===== src/rtl/capture_sequencer.sv =====
// rtl/capture_sequencer.sv - arm/trigger/readout sequencer for one oscilloscope acquisition
module capture_sequencer #(
    parameter int ADDR_W       = 8,
    parameter int AUTO_TIMEOUT = 1000000,
    parameter int HOLDOFF      = 1024
) (
    input  logic              clk_50mhz,
    input  logic              reset,
    input  logic              cmd_arm,
    input  logic              cmd_stop,
    input  logic [1:0]        mode,
    output logic              smp_activate,
    output logic              smp_force_trig,
    input  logic              smp_done,
    input  logic [ADDR_W-1:0] trig_offset,
    output logic [ADDR_W-1:0] rd_addr,
    input  logic [7:0]        rd_data,
    output logic [7:0]        out_data,
    output logic              out_valid,
    input  logic              out_ready,
    output logic              out_last,
    output logic              busy,
    output logic [2:0]        state_o
);

    localparam int DEPTH = 1 << ADDR_W;
    localparam int TCW   = (AUTO_TIMEOUT < 2) ? 1 : $clog2(AUTO_TIMEOUT + 1);
    localparam int HCW   = (HOLDOFF < 2) ? 1 : $clog2(HOLDOFF + 1);

    localparam logic [TCW-1:0]    T_LAST   = TCW'(AUTO_TIMEOUT - 1);
    localparam logic [TCW-1:0]    T_CAP    = TCW'(AUTO_TIMEOUT);
    localparam logic [HCW-1:0]    H_LAST   = HCW'(HOLDOFF - 1);
    localparam logic [ADDR_W:0]   LAST_CNT = (ADDR_W + 1)'(DEPTH - 1);
    localparam logic [ADDR_W-1:0] HALF     = ADDR_W'(DEPTH / 2);
    localparam logic [1:0]        MODE_AUTO = 2'b10;

    typedef enum logic [2:0] {
        S_IDLE   = 3'd0,
        S_ARM    = 3'd1,
        S_WAIT   = 3'd2,
        S_READ   = 3'd3,
        S_STREAM = 3'd4,
        S_HOLD   = 3'd5
    } state_t;

    state_t            state_q, state_d;
    logic [1:0]        mode_q, mode_d;
    logic [TCW-1:0]    tcnt_q, tcnt_d;
    logic [HCW-1:0]    hcnt_q, hcnt_d;
    logic [ADDR_W-1:0] start_q, start_d;
    logic [ADDR_W:0]   count_q, count_d;
    logic              act_q, act_d;
    logic              force_q, force_d;
    logic              valid_q, valid_d;
    logic              first_q, first_d;
    logic [7:0]        hold_q, hold_d;

    logic auto_mode;
    logic single_mode;
    logic handshake;
    logic last_beat;

    assign auto_mode   = (mode_q == MODE_AUTO);
    assign single_mode = (mode_q[1] == mode_q[0]);
    assign handshake   = valid_q & out_ready;
    assign last_beat   = (count_q == LAST_CNT);

    // Next-state and datapath decisions; cmd_stop overrides everything else
    always_comb begin
        state_d = state_q;
        mode_d  = mode_q;
        tcnt_d  = tcnt_q;
        hcnt_d  = hcnt_q;
        start_d = start_q;
        count_d = count_q;
        valid_d = valid_q;
        first_d = 1'b0;
        hold_d  = hold_q;

        case (state_q)
            S_IDLE: begin
                if (cmd_arm) begin
                    mode_d  = mode;
                    state_d = S_ARM;
                end
            end
            S_ARM: begin
                tcnt_d  = '0;
                state_d = S_WAIT;
            end
            S_WAIT: begin
                // Saturating one past the pulse value keeps the force pulse single
                if (auto_mode && (tcnt_q != T_CAP)) begin
                    tcnt_d = tcnt_q + TCW'(1);
                end
                if (smp_done) begin
                    start_d = trig_offset + HALF;
                    count_d = '0;
                    state_d = S_READ;
                end
            end
            S_READ: begin
                valid_d = 1'b1;
                first_d = 1'b1;
                state_d = S_STREAM;
            end
            S_STREAM: begin
                // Memory data is live on the first cycle; keep a copy for stalls
                if (first_q) begin
                    hold_d = rd_data;
                end
                if (handshake) begin
                    valid_d = 1'b0;
                    count_d = count_q + (ADDR_W + 1)'(1);
                    if (last_beat) begin
                        hcnt_d = '0;
                        if (single_mode) begin
                            state_d = S_IDLE;
                        end else if (HOLDOFF == 0) begin
                            state_d = S_ARM;
                        end else begin
                            state_d = S_HOLD;
                        end
                    end else begin
                        state_d = S_READ;
                    end
                end
            end
            S_HOLD: begin
                if (hcnt_q == H_LAST) begin
                    state_d = S_ARM;
                end else begin
                    hcnt_d = hcnt_q + HCW'(1);
                end
            end
            default: begin
                state_d = S_IDLE;
            end
        endcase

        if (cmd_stop) begin
            state_d = S_IDLE;
            valid_d = 1'b0;
            first_d = 1'b0;
        end
    end

    // Registered sampler controls derived from where the FSM goes next
    always_comb begin
        act_d   = (state_d == S_ARM) || (state_d == S_WAIT);
        force_d = (state_d == S_WAIT) && auto_mode && (tcnt_d == T_LAST);
    end

    // State and datapath registers
    always_ff @(posedge clk_50mhz or negedge reset) begin
        if (!reset) begin
            state_q <= S_IDLE;
            mode_q  <= 2'b00;
            tcnt_q  <= '0;
            hcnt_q  <= '0;
            start_q <= '0;
            count_q <= '0;
            act_q   <= 1'b0;
            force_q <= 1'b0;
            valid_q <= 1'b0;
            first_q <= 1'b0;
            hold_q  <= 8'd0;
        end else begin
            state_q <= state_d;
            mode_q  <= mode_d;
            tcnt_q  <= tcnt_d;
            hcnt_q  <= hcnt_d;
            start_q <= start_d;
            count_q <= count_d;
            act_q   <= act_d;
            force_q <= force_d;
            valid_q <= valid_d;
            first_q <= first_d;
            hold_q  <= hold_d;
        end
    end

    assign rd_addr        = start_q + count_q[ADDR_W-1:0];
    assign out_data       = valid_q ? (first_q ? rd_data : hold_q) : 8'd0;
    assign out_valid      = valid_q;
    assign out_last       = valid_q & last_beat;
    assign smp_activate   = act_q;
    assign smp_force_trig = force_q;
    assign busy           = (state_q != S_IDLE);
    assign state_o        = state_q;

endmodule


===== config.mk =====
export PLATFORM = sky130hd
export DESIGN_NAME = capture_sequencer
export DESIGN_NICKNAME = d
export VERILOG_FILES = /design/src/rtl/capture_sequencer.sv
export SDC_FILE = /design/constraint.sdc
export NUM_CORES = 1
export LEC_CHECK = 0
export CORE_ASPECT_RATIO = 0.9
export CORE_MARGIN = 5
export CORE_UTILIZATION = 35
export DETAILED_ROUTE_END_ITERATION = 6
export PLACE_DENSITY = 0.66
export SYNTH_ARGS = -nofsm -noshare
export SYNTH_HDL_FRONTEND = slang
export SYNTH_SLANG_ARGS = --single-unit

===== constraint.sdc =====
create_clock -name clk_50mhz -period 2.1 [get_ports clk_50mhz]
set_clock_uncertainty 0.15 [all_clocks]
set_input_delay 0.42 -clock clk_50mhz [delete_from_list [all_inputs] [get_ports clk_50mhz]]
set_output_delay 0.42 -clock clk_50mhz [all_outputs]
set_load 0.005 [all_outputs]

==> results of run 1 <==
[final timing paths]
path / from / endpoint / slack (ps) / cells past startpoint
setup reg to reg: tcnt_q[0] / smp_force_trig / -320 / 9
hold reg to reg: start_q[4] / start_q[4] / 340 / 2
max in group asynchronous: reset / start_q[1] / 830 / 3
setup / recovery: start_q[0] / rd_addr[7] / -450 / 9
hold / removal: start_q[4] / start_q[4] / 340 / 2
min in group asynchronous: reset / tcnt_q[10] / 380 / 2
[power by group]
group | total, uW | internal, uW | switching (uW) | leakage, uW
clock network | 1760 | 1200 | 561 | 0.000165
registers | 1490 | 1380 | 103 | 0.000832
logic | 1250 | 697 | 548 | 0.00164
total | 4490 | 3280 | 1210 | 0.00263
[kinds of logic (layout without fill, tap and decap cells)]
logic type / count (synthesis) / in the layout
muxes: 24 / 24
DFF: 65 / 65
adders and majority gates: 14 / 14
AOI/OAI and AO/OA: 51 / 51
and+or+nand+nor: 172 / 172
buffers and inverters: 29 / 191
xor gates and xnor gates: 28 / 28
[critical path, delay by kind of cell (launching register included)]
kind / cells / cell delay (ps)
AOI/OAI and AO/OA: 5 / 660
DFF: 1 / 390
buffers and inverters: 2 / 260
adders and majority gates: 1 / 200
xor gates and xnor gates: 1 / 150
[area by class of cell]
| class | count | area (um2) |
|---|---|---|
| Inverter | 18 | 67.6 |
| Sequential cell | 65 | 1630 |
| Timing Repair Buffer | 157 | 1290 |
| Tap cell | 129 | 161 |
| Clock buffer | 10 | 239 |
| Multi-Input combinational cell | 289 | 2190 |
| Fill cell | 842 | 4510 |
| Clock inverter | 6 | 114 |
[layout by cell type, fill, tap and decap left out, types with 3 or more instances in the layout]
master	Yosys	layout
ha_1	13	6
a21oi_1	12	4
mux2_2	9	9
inv_1	18	12
dlygate4sd2_1	0	9
xnor2_1	13	10
nor2_2	1	5
o21ai_0	13	12
nor2_1	34	30
and3_1	10	7
buf_6	1	7
clkbuf_16	0	9
ha_4	0	5
mux2i_1	15	15
nand2_1	53	52
bufinv_16	0	3
or3_4	0	3
dfrtp_1	65	63
buf_4	0	103
nor3_1	7	4
inv_2	0	6
a21oi_2	1	9
and3_4	0	3
xnor2_2	1	4
nand4_1	11	11
buf_2	1	7
clkdlybuf4s50_1	0	27
o31ai_1	4	4
xor2_1	14	14
nand3_1	16	14
and4_1	3	3
nor2b_1	11	10
nor3_2	0	3
o211ai_1	4	4
[metrics by stage]
stage	worst slack, ps	utilization, %	hold WS, ps	instances
after floorplan	-163	-	-25.6	383
after global placement	-491	48.7	191	643
after detailed placement	-586	48.7	195	643
after CTS	-516	52.9	343	665
after global routing	-548	55.8	377	674
final	-447	55.8	343	674
[timing repair]
action	CTS	global route
setup buffers	6	11
hold endpoints to repair	12	0
setup endpoints to repair	22	24
pin swaps	15	23
hold buffers	1	0
gates resized for setup	62	48
[flip-flops by register name (all words and copies together) (netlist names)]
name,count
count_q,9
tcnt_q,20
first_q,1
mode_q,2
out_valid,1
hcnt_q,11
smp_activate,1
hold_q,8
smp_force_trig,1
start_q,8
state_o,3
[synth_stat cells, types with 10 or more instances]
cell type | number | area, um2
dfrtp_1 | 65 | 1630
nand2_1 | 53 | 199
nor2_1 | 34 | 128
inv_1 | 18 | 67.6
nand3_1 | 16 | 80.1
mux2i_1 | 15 | 150
xor2_1 | 14 | 123
ha_1 | 13 | 163
o21ai_0 | 13 | 65.1
xnor2_1 | 13 | 114
a21oi_1 | 12 | 60.1
nand4_1 | 11 | 68.8
nor2b_1 | 11 | 68.8
and3_1 | 10 | 62.6
[routing by layer]
| layer | track usage, % | share of wire (%) | vias to the layer above |
|---|---|---|---|
| met5 | 0 | 0 | - |
| met4 | 4.83 | 1.4 | 0 |
| met3 | 3.80 | 4.6 | 14 |
| met2 | 26.5 | 48 | 60 |
| met1 | 20.4 | 45 | 1628 |
| li1 | - | - | 1656 |
==> results.json, run 1 <==
{
  "synth_area_per_cell_um2": 9.54,
  "synthSimpleGateAreaFrac_pct": 24.4,
  "cts_inserted_buffers": 9,
  "coreArea_um2": 10200,
  "ys_ff_latch": 65,
  "drcViolationCount": 0,
  "netlist_area_um2": 3650,
  "max-cap-violations": 0,
  "place_congestion": 0.885,
  "antenna_cells": 0,
  "cp_data_arrival_time_ps": 1980,
  "grt_pass1_wl_um": 16500,
  "leakage_uw": 0.00263,
  "fmax_mhz": 393,
  "synthesis.nets": 421,
  "synth-main-ff-cell": "dfrtp_1",
  "die_w_um": 118,
  "synth.distinct_cells": 56,
  "synth_edf_count": 0,
  "report.final.slew_viol_count": 0,
  "startpoint_type": "flop",
  "power_uw": 4490,
  "antenna_found_initial": 0,
  "netlist_instances": 383,
  "cts_sinks": 65,
  "power_density_nw_per_um2": 788,
  "num-nets-final": 578,
  "end_kind": "output pin",
  "gr-usage-all-layers_pct": 15.8,
  "ios": 48,
  "cts-root-buf": "clkbuf_16",
  "crit_slowest_cell": "dfrtp_1",
  "clk_path_buf_depth": 2,
  "ir_worst_vdd_mv": 0.469,
  "grt_max_degree": 54,
  "crit_top_cell": "a21oi_2",
  "path_clk_slew_ps": 60,
  "start_util_pct": 35.8,
  "drtIter0Drc": 138,
  "firstDrtPassIters": 4,
  "hpwl_um": 7110,
  "rsz0062_at_grt": "true",
  "slew_headroom_pct": 69.0,
  "totalWireLength_um": 10100,
  "drive_gt1_share_pct": 38.0,
  "yosys.area_share.xor_xnor_pct": 6.92,
  "hp-class": "flop to flop",
  "fin_area_um2": 5690,
  "status": "finished, violations left",
  "path_class": "flop to output pin",
  "yosysSeqAreaShare_pct": 44.5,
  "muxShareOfSynthArea_pct": 6.89,
  "fp-row-count": 35,
  "placed_area_um2": 4970,
  "synthAdderAreaFrac_pct": 5.00,
  "cts.htree.levels": 3,
  "fin_tns_setup_ps": -2650,
  "clk-insertion-delay-late_ps": 330,
  "postRouteAntennaNets": 0,
  "cts_tree": "built",
  "tightest_slew_ps": 461,
  "dieHeight_um": 107,
  "async_flop_share_pct": 100,
  "io_buffers": 47,
  "fin_crit_ps": 2550,
  "die_area_um2": 12600,
  "grt_pass1_vias": 3485,
  "post_drt_wl_per_cell_um": 15.0,
  "path_max_fanout": 2,
  "critical_path.cell_chain": "ha_2 > buf_4 > a21o_1 > a21oi_2 > o21bai_1 > a21oi_2 > o21ai_1 > xnor2_1 > buf_2",
  "grt_remaining_overflow": 0,
  "cp_data_required_time_ps": 1530,
  "finalHoldViolCount": 0,
  "synth_compound_area_share_pct": 9.08,
  "syn_to_final_growth_pct": 55.9,
  "min_period_over_period_pct": 121,
  "setup_slack_ps": -447,
  "vias": 3358,
  "via_per_inst": 4.98,
  "synth_top_family_by_area": "simple AND/OR/NAND/NOR gates",
  "setup_viol": 11,
  "violations": "negative setup slack",
  "yosysWarnings": 0,
  "slowest_delay_ps": 390
}
Note: power is estimated with default switching activity, not from simulation.
==> run 2, diff against run 1 <==
--- a/config.mk
+++ b/config.mk
@@ -8,8 +8,9 @@
 export CORE_ASPECT_RATIO = 0.9
 export CORE_MARGIN = 5
 export CORE_UTILIZATION = 35
+export CTS_CLUSTER_SIZE = 30
 export DETAILED_ROUTE_END_ITERATION = 6
-export PLACE_DENSITY = 0.66
+export PLACE_DENSITY_LB_ADDON = 0.1
 export SYNTH_ARGS = -nofsm -noshare
 export SYNTH_HDL_FRONTEND = slang
 export SYNTH_SLANG_ARGS = --single-unit
==> run 2 against run 1 <==
Net effect: the flow still finishes with violations (negative setup slack); largest cell class unchanged; via count is 1.6% lower; register-to-register slack hardly changed; fmax shrank 1.2%.
==> results.json, run 2 (same netlist as run 1, synthesis figures left out) <==
{
  "grt_pass1_vias": 3330,
  "p_int_uw": 3120,
  "cts_tree": "built",
  "hpwl_um": 7080,
  "startpoint_type": "flop",
  "layout_commonest_cell": "buf_4",
  "place_congestion": 0.827,
  "p_sw_uw": 1170,
  "report.final.slew_viol_count": 0,
  "coreArea_um2": 10200,
  "grt_pass1_wl_um": 16200,
  "pwr-share-clk_pct": 38.2,
  "cp_data_required_time_ps": 1530,
  "slew_headroom_pct": 74.2,
  "crit_top_cell": "inv_2",
  "path_max_fanout": 2,
  "totalWireLength_um": 9630,
  "topRoutingLayerUsed": "met4",
  "fp-row-count": 35,
  "ff2ff_setup_slack_ps": -330,
  "postRouteAntennaNets": 0,
  "drtIter0Drc": 118,
  "tightest_slew_ps": 388,
  "fin_crit_ps": 2580,
  "fmax_mhz": 388,
  "comb_power_share_pct": 27.3,
  "cts_inserted_buffers": 9,
  "vias": 3305,
  "rsz0062_at_grt": "true",
  "top_regs": "tcnt_q: 20 flops, hcnt_q: 11 flops, count_q: 9 flops",
  "final_cell_mix": "buf_4, dfrtp_1, nand2_1",
  "antenna_cells": 0,
  "die_area_um2": 12600,
  "ir_worst_vdd_mv": 0.536,
  "clk-insertion-delay-late_ps": 330,
  "min_to": "start_q[6]",
  "firstDrtPassIters": 4,
  "path_class": "flop to output pin",
  "cts_sinks": 65,
  "worstReg2RegStart": "tcnt_q[0]",
  "min_period_over_period_pct": 123,
  "critPathLaunch": "count_q[0]",
  "power_density_nw_per_um2": 758,
  "end_kind": "output pin",
  "gr-usage-all-layers_pct": 15.8,
  "violations": "negative setup slack",
  "post-route-util_pct": 55.5,
  "syn_to_final_growth_pct": 55.0,
  "leakage_uw": 0.00263,
  "slowest_delay_ps": 380,
  "fin_area_um2": 5660,
  "ios": 48,
  "cts-root-buf": "clkbuf_16",
  "cp_data_arrival_time_ps": 2010,
  "grt_max_degree": 66,
  "path_clk_slew_ps": 60,
  "holdCritStartpoint": "start_q[6]",
  "fill_cells": 934,
  "start_util_pct": 35.8,
  "hp-class": "flop to flop",
  "critical_path.cell_chain": "ha_2 > inv_2 > fa_2 > inv_2 > a21o_1 > a21oi_2 > o21bai_1 > a21oi_1 > xnor2_1 > buf_2",
  "swShare_pct": 27.3,
  "drcViolationCount": 0,
  "pre_cts_ws_ps": -538,
  "met2RoutedLength_um": 4780,
  "num-nets-final": 586,
  "placed_area_um2": 5030,
  "power_uw": 4290,
  "dieHeight_um": 107,
  "via_per_inst": 4.85,
  "largest_reg_flops": 20,
  "reg2reg_depth": 9,
  "wl_met1_um": 4380,
  "wl_met3_um": 356,
  "setup_slack_ps": -478,
  "antenna_found_initial": 0,
  "post_drt_wl_per_cell_um": 14.1,
  "cts.htree.levels": 3,
  "status": "finished, violations left",
  "drive_gt1_share_pct": 37.1,
  "finalHoldViolCount": 0,
  "seqPwrFrac_pct": 34.5,
  "r2r_end": "smp_force_trig",
  "hold_path_depth": 2,
  "die_w_um": 118,
  "io_buffers": 47,
  "max-cap-violations": 0,
  "regMostFlops": "tcnt_q",
  "crit_slowest_cell": "dfrtp_1",
  "grt_remaining_overflow": 0,
  "setup_viol": 11,
  "clk_path_buf_depth": 2
}
==> run 2: changes by cell type in the layout (fill, tap and decap cells not counted), moves of 3 or more <==
| cell | change |
|---|---|
| a21oi_1 | +3 |
| a21oi_2 | -4 |
| buf_4 | +3 |
| buf_6 | +5 |
| ha_4 | -3 |
| nor2_2 | -3 |
==> run 2: through the flow <==
stage	setup TNS [ps]	instances	hold slack, ps
finish	-3100	682	337
detailed placement	-4560	651	323
CTS	-3180	678	340
global placement	-4250	651	321
global route	-4570	682	359
floorplan	-165	383	-25.6
==> run 2: worst max-delay path, delay by kind of cell, from the launching register on <==
kind | cells | cell delay [ps]
xor gates and xnor gates | 1 | 140
DFF | 1 | 380
buffers and inverters | 3 | 220
adders and majority gates | 2 | 400
AOI/OAI and AO/OA | 4 | 540
==> run 2: worst max-delay path by stage <==
stage | slack [ps] | end | depth (start not counted)
floorplan | -160 | smp_force_trig | 9
global placement | -540 | rd_addr[6] | 10
detailed placement | -540 | rd_addr[6] | 10
CTS | -530 | rd_addr[6] | 10
global route | -610 | rd_addr[6] | 10
finish | -480 | rd_addr[6] | 10
==> run 2: layout make-up <==
| cell class | instances | area [um2] | share of cell area (%) |
|---|---|---|---|
| inverters | 18 | 70.1 | 1.24 |
| repair buffers | 165 | 1360 | 24.0 |
| well taps | 129 | 161 | 2.85 |
| clock buffers | 10 | 239 | 4.22 |
| flip-flops and latches | 65 | 1630 | 28.8 |
| multi-input cells | 289 | 2110 | 37.3 |
| clock inverters | 6 | 91.3 | 1.61 |
==> run 2: power groups by stage <==
stage                     Clock (uW)  Sequential (uW)  Combinational (uW)
after floorplan                    0             1480                 474
after global placement             0             1490                1070
after detailed placement           0             1500                1080
after CTS                       1690             1480                1110
after global routing            1760             1500                1310
final                           1640             1480                1170
==> run 2: repair_timing <==
action | 4_1_cts | 5_1_grt
resized for setup | 80 | 25
hold endpoints to repair | 65 | 0
pin swaps | 21 | 14
setup buffers | 10 | 4
hold buffers | 1 | 0
setup endpoints to repair | 28 | 28
==> run 2: routing by layer <==
layer,vias to the layer above,global-route usage (%)
li1,1672,-
met1,1588,19.9
met2,35,26.5
met3,10,4.38
met4,0,5.16
met5,-,0
==> run 3, diff against run 2 <==
--- a/config.mk
+++ b/config.mk
@@ -6,10 +6,10 @@
 export NUM_CORES = 1
 export LEC_CHECK = 0
 export CORE_ASPECT_RATIO = 0.9
-export CORE_MARGIN = 5
 export CORE_UTILIZATION = 35
 export CTS_CLUSTER_SIZE = 30
 export DETAILED_ROUTE_END_ITERATION = 6
+export GPL_ROUTABILITY_DRIVEN = 0
 export PLACE_DENSITY_LB_ADDON = 0.1
 export SYNTH_ARGS = -nofsm -noshare
 export SYNTH_HDL_FRONTEND = slang
==> run 3 against run 2 <==
Net effect: the run still ends with negative setup slack left; sequential share of layout area fell by 0.34 points; critical endpoint is now rd_addr[7]; largest power group is now registers; total power fell by 3.0%; core utilization rose by 2.4 points; largest cell class unchanged; non-clock buffer count rose by 3; routed wire length fell by 0.35%; critical path type unchanged.
==> results.json, run 3 (same netlist as run 1, synthesis figures left out) <==
{
  "die_w_um": 110,
  "slowest_delay_ps": 380,
  "grt_max_degree": 33,
  "finalHoldViolCount": 0,
  "slew_headroom_pct": 70.7,
  "fin_crit_ps": 2580,
  "cts_inserted_buffers": 9,
  "coreArea_um2": 9910,
  "max-cap-violations": 0,
  "crit_slowest_cell": "dfrtp_1",
  "drcViolationCount": 0,
  "drtIter0Drc": 98,
  "gr-usage-all-layers_pct": 19.6,
  "violations": "negative setup slack",
  "ir_worst_vdd_mv": 0.522,
  "pre_cts_ws_ps": -539,
  "critPathLaunch": "start_q[0]",
  "final_cell_mix": "buf_4, dfrtp_1, nand2_1",
  "crit_top_cell": "a21oi_2",
  "startpoint_type": "flop",
  "antenna_cells": 0,
  "num-nets-final": 589,
  "leakage_uw": 0.00266,
  "met2RoutedLength_um": 4450,
  "wl_met3_um": 364,
  "via_per_inst": 4.86,
  "grt_pass1_wl_um": 16400,
  "finalNonFillerCells": 682,
  "hp-class": "flop to flop",
  "path_max_fanout": 2,
  "antenna_found_initial": 0,
  "post_drt_wl_per_cell_um": 14.1,
  "cts-root-buf": "clkbuf_16",
  "cts_tree": "built",
  "min_period_over_period_pct": 123,
  "end_kind": "output pin",
  "wl_met1_um": 4670,
  "io_buffers": 47,
  "firstDrtPassIters": 4,
  "power_uw": 4170,
  "path_clk_slew_ps": 60,
  "totalWireLength_um": 9600,
  "report.final.slew_viol_count": 0,
  "cts.htree.levels": 3,
  "vias": 3314,
  "rsz0062_at_grt": "true",
  "status": "finished, violations left",
  "fp-row-count": 34,
  "topRoutingLayerUsed": "met4",
  "path_class": "flop to output pin",
  "dieHeight_um": 98.9,
  "hpwl_um": 6960,
  "cp_data_arrival_time_ps": 2010,
  "largest_reg_flops": 20,
  "tightest_slew_ps": 439,
  "start_util_pct": 36.8,
  "ios": 48,
  "fin_area_um2": 5730,
  "clk_path_buf_depth": 2,
  "top_regs": "tcnt_q: 20 flops, hcnt_q: 11 flops, count_q: 9 flops",
  "setup_slack_ps": -482,
  "setup_viol": 11,
  "drive_gt1_share_pct": 38.7,
  "postRouteAntennaNets": 0,
  "post-route-util_pct": 57.8,
  "clk-insertion-delay-late_ps": 330,
  "cp_data_required_time_ps": 1530,
  "grt_pass1_vias": 3476,
  "cts_sinks": 65,
  "fmax_mhz": 387,
  "power_density_nw_per_um2": 727,
  "regMostFlops": "tcnt_q",
  "placed_area_um2": 5030,
  "placedCellCount": 649,
  "syn_to_final_growth_pct": 57.0,
  "layout_commonest_cell": "buf_4",
  "critical_path.cell_chain": "ha_2 > buf_6 > a21o_1 > a21oi_2 > o21bai_1 > a21oi_2 > buf_4 > o21ai_2 > xnor2_1 > buf_2",
  "worstReg2RegStart": "tcnt_q[1]",
  "die_area_um2": 10800,
  "holdCritStartpoint": "start_q[2]",
  "grt_remaining_overflow": 0
}
## run 3: stage by stage
stage,TNS [ps],hold slack [ps]
floorplan,-165,-25.6
global placement,-3380,240
detailed placement,-3610,242
CTS,-3330,342
global route,-4210,377
finish,-3070,335
## run 3: power breakdown
group | leakage, uW | switching [uW] | internal (uW)
sequential | 0.000831 | 102 | 1380
combinational | 0.00168 | 535 | 695
clock | 0.000145 | 556 | 893
total | 0.00266 | 1190 | 2970
## run 3: final cells by class
class                           count  area [um2]
Timing Repair Buffer              168        1400
Clock buffer                       12         267
Tap cell                          126         158
Multi-Input combinational cell    289        2180
Inverter                           18        70.1
Fill cell                         877        4180
Clock inverter                      4        26.3
Sequential cell                    65        1630
## run 3: worst paths after layout
check	to	slack [ps]	depth (start not counted)
worst max-delay path	rd_addr[7]	-480	10
worst min-delay path	start_q[2]	330	2
worst max register to register	smp_force_trig	-280	9
worst min register to register	start_q[2]	330	2
max in group asynchronous	state_o[0]	750	3
min in group asynchronous	tcnt_q[17]	420	2
## run 3: per-layer routing
| layer | up-vias | GRT usage (%) |
|---|---|---|
| met3 | 12 | 6.35 |
| met4 | 0 | 5.03 |
| met2 | 40 | 31.5 |
| met1 | 1583 | 25.2 |
| met5 | - | 0 |
| li1 | 1679 | - |
## run 3: critical path, delay by kind of cell, from the launching register on
| family | cells | cell delay, ps |
|---|---|---|
| XOR/XNOR | 1 | 110 |
| AO/OA/AOI/OAI | 5 | 630 |
| adder cells (fa/ha/maj) | 1 | 200 |
| flip-flops | 1 | 380 |
| buffers and inverters | 3 | 370 |
## run 3: what timing repair did
action	in CTS	in global routing
resized for setup	83	36
setup endpoints to repair	23	23
hold buffers	1	0
hold endpoints to repair	16	0
buffers inserted	17	7
pin swaps	26	24
